$ cat src/rtl/adder_seq.sv
// adder_seq: multi-cycle adder/subtractor, CHUNK bits per clock, LSB chunk first.
// Carry is registered between chunks; carry/overflow flags captured on the last chunk.
module adder_seq #(
    parameter int WIDTH = 16,
    parameter int CHUNK = 4
) (
    input  logic             clk,
    input  logic             rst,
    input  logic             in_valid,
    output logic             in_ready,
    input  logic [WIDTH-1:0] inA,
    input  logic [WIDTH-1:0] inB,
    input  logic             sub,
    output logic             out_valid,
    input  logic             out_ready,
    output logic [WIDTH-1:0] sum,
    output logic             cout,
    output logic             is_overflowed
);
    localparam int STEPS = WIDTH / CHUNK;
    localparam int KW = (STEPS > 1) ? $clog2(STEPS) : 1;
    localparam logic [KW-1:0] KLAST = KW'(STEPS - 1);

    typedef enum logic [1:0] {IDLE, RUN, DONE} state_e;

    state_e           state_q, state_d;
    logic [KW-1:0]    k_q, k_d;
    logic             carry_q, carry_d;
    logic [WIDTH-1:0] a_q, a_d;
    logic [WIDTH-1:0] b_q, b_d;
    logic [WIDTH-1:0] acc_q, acc_d;
    logic [WIDTH-1:0] sum_q, sum_d;
    logic             cout_q, cout_d;
    logic             ovf_q, ovf_d;

    logic [CHUNK:0]   part;
    logic [WIDTH-1:0] acc_next;
    logic             cin_msb;

    // Operands shift right each step, so the active chunk is always the low slice.
    assign part = {1'b0, a_q[CHUNK-1:0]} + {1'b0, b_q[CHUNK-1:0]}
                + {{CHUNK{1'b0}}, carry_q};
    assign cin_msb = part[CHUNK-1] ^ a_q[CHUNK-1] ^ b_q[CHUNK-1];

    if (CHUNK == WIDTH) begin : g_one
        assign acc_next = part[CHUNK-1:0];
    end else begin : g_multi
        assign acc_next = {part[CHUNK-1:0], acc_q[WIDTH-1:CHUNK]};
    end

    always_comb begin
        state_d = state_q;
        k_d     = k_q;
        carry_d = carry_q;
        a_d     = a_q;
        b_d     = b_q;
        acc_d   = acc_q;
        sum_d   = sum_q;
        cout_d  = cout_q;
        ovf_d   = ovf_q;
        unique case (state_q)
            IDLE: begin
                if (in_valid) begin
                    a_d     = inA;
                    b_d     = sub ? ~inB : inB;
                    carry_d = sub;
                    k_d     = '0;
                    acc_d   = '0;
                    state_d = RUN;
                end
            end
            RUN: begin
                a_d     = a_q >> CHUNK;
                b_d     = b_q >> CHUNK;
                acc_d   = acc_next;
                carry_d = part[CHUNK];
                k_d     = k_q + 1'b1;
                if (k_q == KLAST) begin
                    sum_d   = acc_next;
                    cout_d  = part[CHUNK];
                    ovf_d   = cin_msb ^ part[CHUNK];
                    k_d     = '0;
                    state_d = DONE;
                end
            end
            DONE: begin
                if (out_ready) state_d = IDLE;
            end
            default: state_d = IDLE;
        endcase
    end

    always_ff @(posedge clk) begin
        if (rst) begin
            state_q <= IDLE;
            k_q     <= '0;
            carry_q <= 1'b0;
            a_q     <= '0;
            b_q     <= '0;
            acc_q   <= '0;
            sum_q   <= '0;
            cout_q  <= 1'b0;
            ovf_q   <= 1'b0;
        end else begin
            state_q <= state_d;
            k_q     <= k_d;
            carry_q <= carry_d;
            a_q     <= a_d;
            b_q     <= b_d;
            acc_q   <= acc_d;
            sum_q   <= sum_d;
            cout_q  <= cout_d;
            ovf_q   <= ovf_d;
        end
    end

    assign in_ready      = (state_q == IDLE) && !rst;
    assign out_valid     = (state_q == DONE) && !rst;
    assign sum           = sum_q;
    assign cout          = cout_q;
    assign is_overflowed = ovf_q;
endmodule

$ cat config.mk
export PLATFORM = sky130hd
export DESIGN_NAME = adder_seq
export DESIGN_NICKNAME = d
export VERILOG_FILES = /design/src/rtl/adder_seq.sv
export SDC_FILE = /design/constraint.sdc
export NUM_CORES = 1
export LEC_CHECK = 0
export CAP_MARGIN = 20
export CORE_MARGIN = 8
export CORE_UTILIZATION = 52
export CTS_CLUSTER_DIAMETER = 50
export DETAILED_ROUTE_END_ITERATION = 6
export PLACE_DENSITY = 0.85
export SYNTH_ARGS = -nofsm -noshare
export SYNTH_HDL_FRONTEND = slang
export SYNTH_SLANG_ARGS = --single-unit
$ cat constraint.sdc
create_clock -name clk -period 2.3 [get_ports clk]
set_clock_uncertainty 0.2 [all_clocks]
set_input_delay 0.23 -clock clk [delete_from_list [all_inputs] [get_ports clk]]
set_output_delay 0.23 -clock clk [all_outputs]
set_load 0.02 [all_outputs]
======== Yosys cells after proc, flatten, opt, wreduce, memory -nomap -nowiden ========
Cells that the tools add are included.
word-level totals
  register bits ........................... 71
  latch bits .............................. 0
  RAM bits ................................ 0
  memory bits (read-only) ................. 0
  input bits .............................. 37
  output and inout port bits .............. 20
  logic and storage cells ................. 46
  memories ................................ 0
cells by class
  add/subtract/negate cells ............... 3
  $mul .................................... 0
  div/mod/pow operators ................... 0
  order comparisons ....................... 0
  equal/unequal tests ..................... 6
  shifts and indexed selects .............. 0
  multiplexer cells ....................... 16
  bitwise logic cells ..................... 4
  reduce and logical (&&, ||, !) cells .... 8
operators by type and width
  kind                 number
  $pmux 16 s2          3
  $mux 16              4
  $not 16->16          1
  $mux 2               5
  $ne 2x2->1 const B   3
  $pmux 2 s3           1
  $add 4x4->5          1
  $add 5x1->5          1
  $eq 2x2->1 const B   2
  $pmux 2 s2           1
  $reduce_and 2->1     2
  $reduce_and 3->1     1
  $xor 1x1->1          3
  $add 2x1->2 const B  1
  $eq 2x1->1 const B   1
  $logic_and 1x1->1    2
  $logic_not 2->1      1
  $pmux 1 s2           1
  $reduce_bool 2->1    1
  $logic_not 1->1      1
  $mux 1               1

======== Longest topological paths before layout ========
  depth after elaboration ................. 5
  mapped depth ............................ 8
  depth with buffers taken out ............ 8

======== Worst setup path after synthesis ========
No wires, ideal clock.
  path type ............................... register to register
  start point ............................. register carry_q
  end point ............................... register ovf_q (netlist: is_overflowed)
  arrival ................................. 1,702 ps
  required time ........................... 1,970 ps
  slack ................................... 268 ps
  cell stages (with the launch flop) ...... 9
  buffers on the path ..................... 0
  period minus slack after synthesis ...... 2,032 ps
  path through ............................ dfxtp_1 fa_1 inv_1 fa_1 nand2b_1 a21oi_1 xnor2_1 xnor2_1 o31ai_2
on the way
  word-level cells in the longest chain between the ends .. 4
ends and longest elaborated chain
  item                      RTL line  source
  start: declaration        28        logic carry_q, carry_d;
  start signal: assignment  107       carry_q <= carry_d;
  $add 5x1->5 *             42        + {{CHUNK{1'b0}}, carry_q};
  $xor 1x1->1 (2 in a row)  43        assign cin_msb = part[CHUNK-1] ^ a_q[CHUNK-1] ^ b_q[CHUNK-1];
  $xor 1x1->1 *             81        ovf_d = cin_msb ^ part[CHUNK];
  end signal: assignment    113       ovf_q <= ovf_d;
  end: declaration          34        logic ovf_q, ovf_d;
Mark *: on every way between the ends. The rest lies on a longest branch, timed or not.
A chain may end at the register's enable or synchronous reset.

======== Final worst setup path ========
  start point ............................. input rst
  end point ............................... output out_valid
on the way
  word-level cells in the longest chain between the ends .. 2
ends and longest elaborated chain
  item                RTL line  source
  start: declaration  8         input logic rst,
  $logic_not 1->1     118       assign out_valid = (state_q == DONE) && !rst;
  $logic_and 1x1->1   118
  end: declaration    14        output logic out_valid,
No other way between the ends.

==> summary.md <==
The flow ran to the end, and the final reports show no timing, DRC or antenna violations. The tools report the element type at the critical path start as a primary input. Counting instances in the post-synthesis netlist gives the leading cell types as 68 x sky130_fd_sc_hd__nor2_1, 67 x sky130_fd_sc_hd__dfxtp_1, 49 x sky130_fd_sc_hd__a21oi_1.

The logs give 4.991 mm for the placed wire-length estimate and 9 for the total clock buffers created by CTS. Setup violations remaining at the end of the flow were counted as 0. The kind of cell with the highest combined delay along the critical path is buffers and inverters. The worst register-to-register path ends at is_overflowed. In this run, placement finished with an instance count of 496.

By instance count, the leading cell after synthesis is sky130_fd_sc_hd__nor2_1. In this run the deepest clock path goes through 2 buffers. The run gives 0.17 ns as the slack of the worst reg-to-reg path. The slowest stage of the critical path is the sky130_fd_sc_hd__clkdlybuf4s50_1 cell.

The timing endpoint of the critical path is out_valid. Global routing finished with a remaining overflow of 0. Summing the areas of all compound-gate instances in the mapped netlist gives 21.43% of the synthesized area. Routability-driven placement finished with a final weighted congestion of 0.8723. Sequential elements use 43.93% of the synthesized area. Of the cells placed in the final design, the portion with a size suffix greater than 1 is 7.991%. When the netlist entered floorplanning its net count stood at 425. The portion of synthesized area spent on multiplexers is 0%.

The tools report the critical path startpoint as rst. The run gives 0 as the number of buffers inserted by post-CTS setup repair. The run gives 17.14% as the total track usage. Data on the critical path is required at its endpoint by 1.87 ns.

The effective utilization at floorplan was 52.81%. The x dimension of the die is 92.62 um, and the wire length of the first global-routing pass is 11.90 mm. For this run, design rule violations remaining after detail routing come to 0.

Of all nets on the critical path, the largest fanout is 10. Minimum period implied by the final worst setup slack: 2.236 ns. After synthesis, the largest family of logic cells by area is compound AO/OA/AOI/OAI gates. Data arrival time of the worst path: 1.81 ns. The run gives 0 as the count of inserted antenna diode cells. The H-tree was split into 3 levels. The critical path depth in cells was 4; the number of optimization iterations in the first detailed-route pass was 4.

TritonCTS built the clock tree. Counting flops with a built-in enable in the synthesized netlist gives 0. Summed over all cells, the static leakage comes to 1.485 nW. The remaining antenna violation count was 0. The number of instances in the synthesized netlist is 382, and the latest clock arrival within the worst-skew pair is 0.35 ns. The cell at the root of the clock tree was sky130_fd_sc_hd__clkbuf_8. The I/O pin count came out at 57. The cell area after technology mapping is 0.003053 mm2, and the via total after detailed routing is 2724. Count of state elements after synthesis: 67. Averaged over all synthesized cells, the footprint is 7.992 um2. The critical path goes through dlygate4sd3_1, buf_2, nor3b_1, clkdlybuf4s50_1. Path depth of the worst reg2reg path: 8. The post-route fraction of the period consumed by the critical path is 97.21%.

The critical path contains buffers and inverters numbering 3 combined. Via-per-instance ratio: 5.310. The fraction of synthesized cell area taken by the top area cell type is 43.93%.

Dividing total power by cell area gives a power density of 702.6 mW/mm2. After the first detailed-routing iteration, the DRC count stood at 155. Critical path endpoint category: an output port.

The launching point of the worst reg2reg path is carry_q. The number of global-route vias before repair came out at 2653. Yosys attributes the largest share of cell area to sky130_fd_sc_hd__dfxtp_1 44%, sky130_fd_sc_hd__nor2_1 8.4%, sky130_fd_sc_hd__a21oi_1 8.0%. Input and output buffers added on the ports amount to 56. The post-synthesis xor/xnor area fraction was 6.025%; the maximum single-stage delay on the critical path was 0.64 ns.

Of all cell types, the one taking the most synthesized area is sky130_fd_sc_hd__dfxtp_1. The count of final max-slew check failures is 0, and the non-filler instance count after layout is 513. Adding up every negative setup slack in the final design gives 0 ns. The maximum VDD drop was 0.4309 mV.

The routed length per instance is 13.83 um. The share of synthesized cell area in full adder, half adder and majority cells was 2.951%; the final core utilization was 66.67%. The run gives 34 as the unique cell type count in the Yosys netlist. The classification of the worst-slack hold path is reg -> reg. The max-slew headroom at the worst pin was 57.43%; the total count of hold-check failures in the final report was 0. For the number of nets in the finished design, the log shows 476. The clock sink count is 67. The floorplan step defined a core boundary enclosing 0.005781 mm2.

The area fraction in and, or, nand and nor cells after synthesis was 18.11%; the initial antenna violation count was 0. The die is 92.62 um tall. Setup repair after global routing left no endpoint under its margin. After clock tree synthesis, the clock-pin slew on the worst setup and hold paths is 0.08 ns. The category of the critical setup timing path was in -> out. The row count is 28, and the number of warnings reported in the yosys synthesis log is 0. The total length of routed wires is 7.097 mm, and the slew at the pin closest to its max-slew limit is 0.6370 ns.

The die covers 0.008578 mm2. The area added between synthesis and finish is 26.23%, and the achievable frequency is 447.3 MHz. In the synthesized netlist the dominant register cell turns out to be sky130_fd_sc_hd__dfxtp_1.

After synthesis, the share of flip-flops with an asynchronous set or reset is 0%. Entering global routing, the biggest net connects 62 pins. Max-cap violations in this run came to 0.
-- registers in the layout, indices dropped and copies added (netlist names) --
register       cells
a_q               16
acc_q             12
b_q               16
carry_q            1
cout               1
is_overflowed      1
k_q                2
state_q            2
sum               16
-- cell usage in the layout (no fill, tap or decap), types with 2 or more instances in the layout --
cell type | synthesis | routed
sky130_fd_sc_hd__nor2_1 | 68 | 68
sky130_fd_sc_hd__dfxtp_1 | 67 | 67
sky130_fd_sc_hd__clkdlybuf4s50_1 | 0 | 55
sky130_fd_sc_hd__a21oi_1 | 49 | 48
sky130_fd_sc_hd__nand2_1 | 41 | 41
sky130_fd_sc_hd__a22oi_1 | 24 | 24
sky130_fd_sc_hd__o21ai_0 | 21 | 21
sky130_fd_sc_hd__inv_1 | 15 | 15
sky130_fd_sc_hd__xnor2_1 | 13 | 13
sky130_fd_sc_hd__buf_4 | 5 | 13
sky130_fd_sc_hd__nor3_1 | 11 | 11
sky130_fd_sc_hd__clkbuf_8 | 0 | 10
sky130_fd_sc_hd__xor2_1 | 8 | 8
sky130_fd_sc_hd__a2bb2oi_1 | 8 | 8
sky130_fd_sc_hd__nand2b_1 | 4 | 4
sky130_fd_sc_hd__ha_1 | 4 | 4
sky130_fd_sc_hd__o22ai_1 | 2 | 2
sky130_fd_sc_hd__nand3b_1 | 2 | 2
sky130_fd_sc_hd__fa_1 | 2 | 2
sky130_fd_sc_hd__clkinv_4 | 0 | 2
sky130_fd_sc_hd__inv_6 | 0 | 2
-- tightest hold or removal path: cells and delay by family, from the launching register on --
family	cells	cell delay, ns
DFF	1	0.31
and+or+nand+nor	1	0.05
AOI/OAI and AO/OA	1	0.05
-- how the worst min path moves through the flow --
stage,from,endpoint,slack [ns],depth (start not counted)
floorplan,inA[12],a_q[12],0.18,2
global placement,sum[2],sum[2],0.24,2
detailed placement,acc_q[6],sum[2],0.25,2
CTS,acc_q[6],sum[2],0.26,2
global route,sum[6],sum[6],0.28,2
finish,sum[2],sum[2],0.26,2
-- power by group --
part | total [mW] | leakage [nW] | internal, mW | switching (mW)
Clock | 1.03 | 0.103 | 0.541 | 0.486
Combinational | 0.413 | 0.834 | 0.200 | 0.213
Sequential | 1.27 | 0.548 | 1.22 | 0.0463
Total | 2.71 | 1.48 | 1.96 | 0.745
-- timing repair --
action                                  CTS  global route
resized for setup                         0             1
endpoints found under the setup margin    0             1
hold endpoints to repair                  7             0
hold buffers                              1             0
-- per-layer routing --
metal,global-route usage (%),wire length (um),share of wire [%],up-vias
met1,19.53,3047,43,1254
met4,9.530,179,2.5,0
li1,-,-,-,1376
met2,27.77,3490,49,78
met5,0,0,0,-
met3,5.663,379,5.3,16
-- cell type report --
cell class | count | area, um2
flip-flops and latches | 67 | 1341
clock inverters | 6 | 72.57
multi-input cells | 269 | 1485
fillers | 499 | 1927
clock buffers | 10 | 137.6
inverters | 16 | 60.06
repair buffers | 70 | 663.1
well taps | 75 | 93.84
-- stage by stage --
step           hold WS, ns  total power, mW  setup WS [ns]  instance area, um2
2_1_floorplan       0.1783            1.566         0.2680                3053
3_3_place_gp        0.2412            1.687         0.1976                3630
3_5_place_dp        0.2458            1.705         0.1438                3630
4_1_cts             0.2576            2.725        0.06891                3850
5_1_grt             0.2795            2.827        0.01537                3854
6_report            0.2561            2.708        0.06416                3854
-- kinds of logic after synthesis --
| family | count (synthesis) |
|---|---|
| buffers and inverters | 46 |
| adders and majority gates | 6 |
| AOI/OAI and AO/OA | 109 |
| xor gates and xnor gates | 21 |
| and+or+nand+nor | 133 |
| DFF | 67 |
Power figures use the tool's default switching activity.
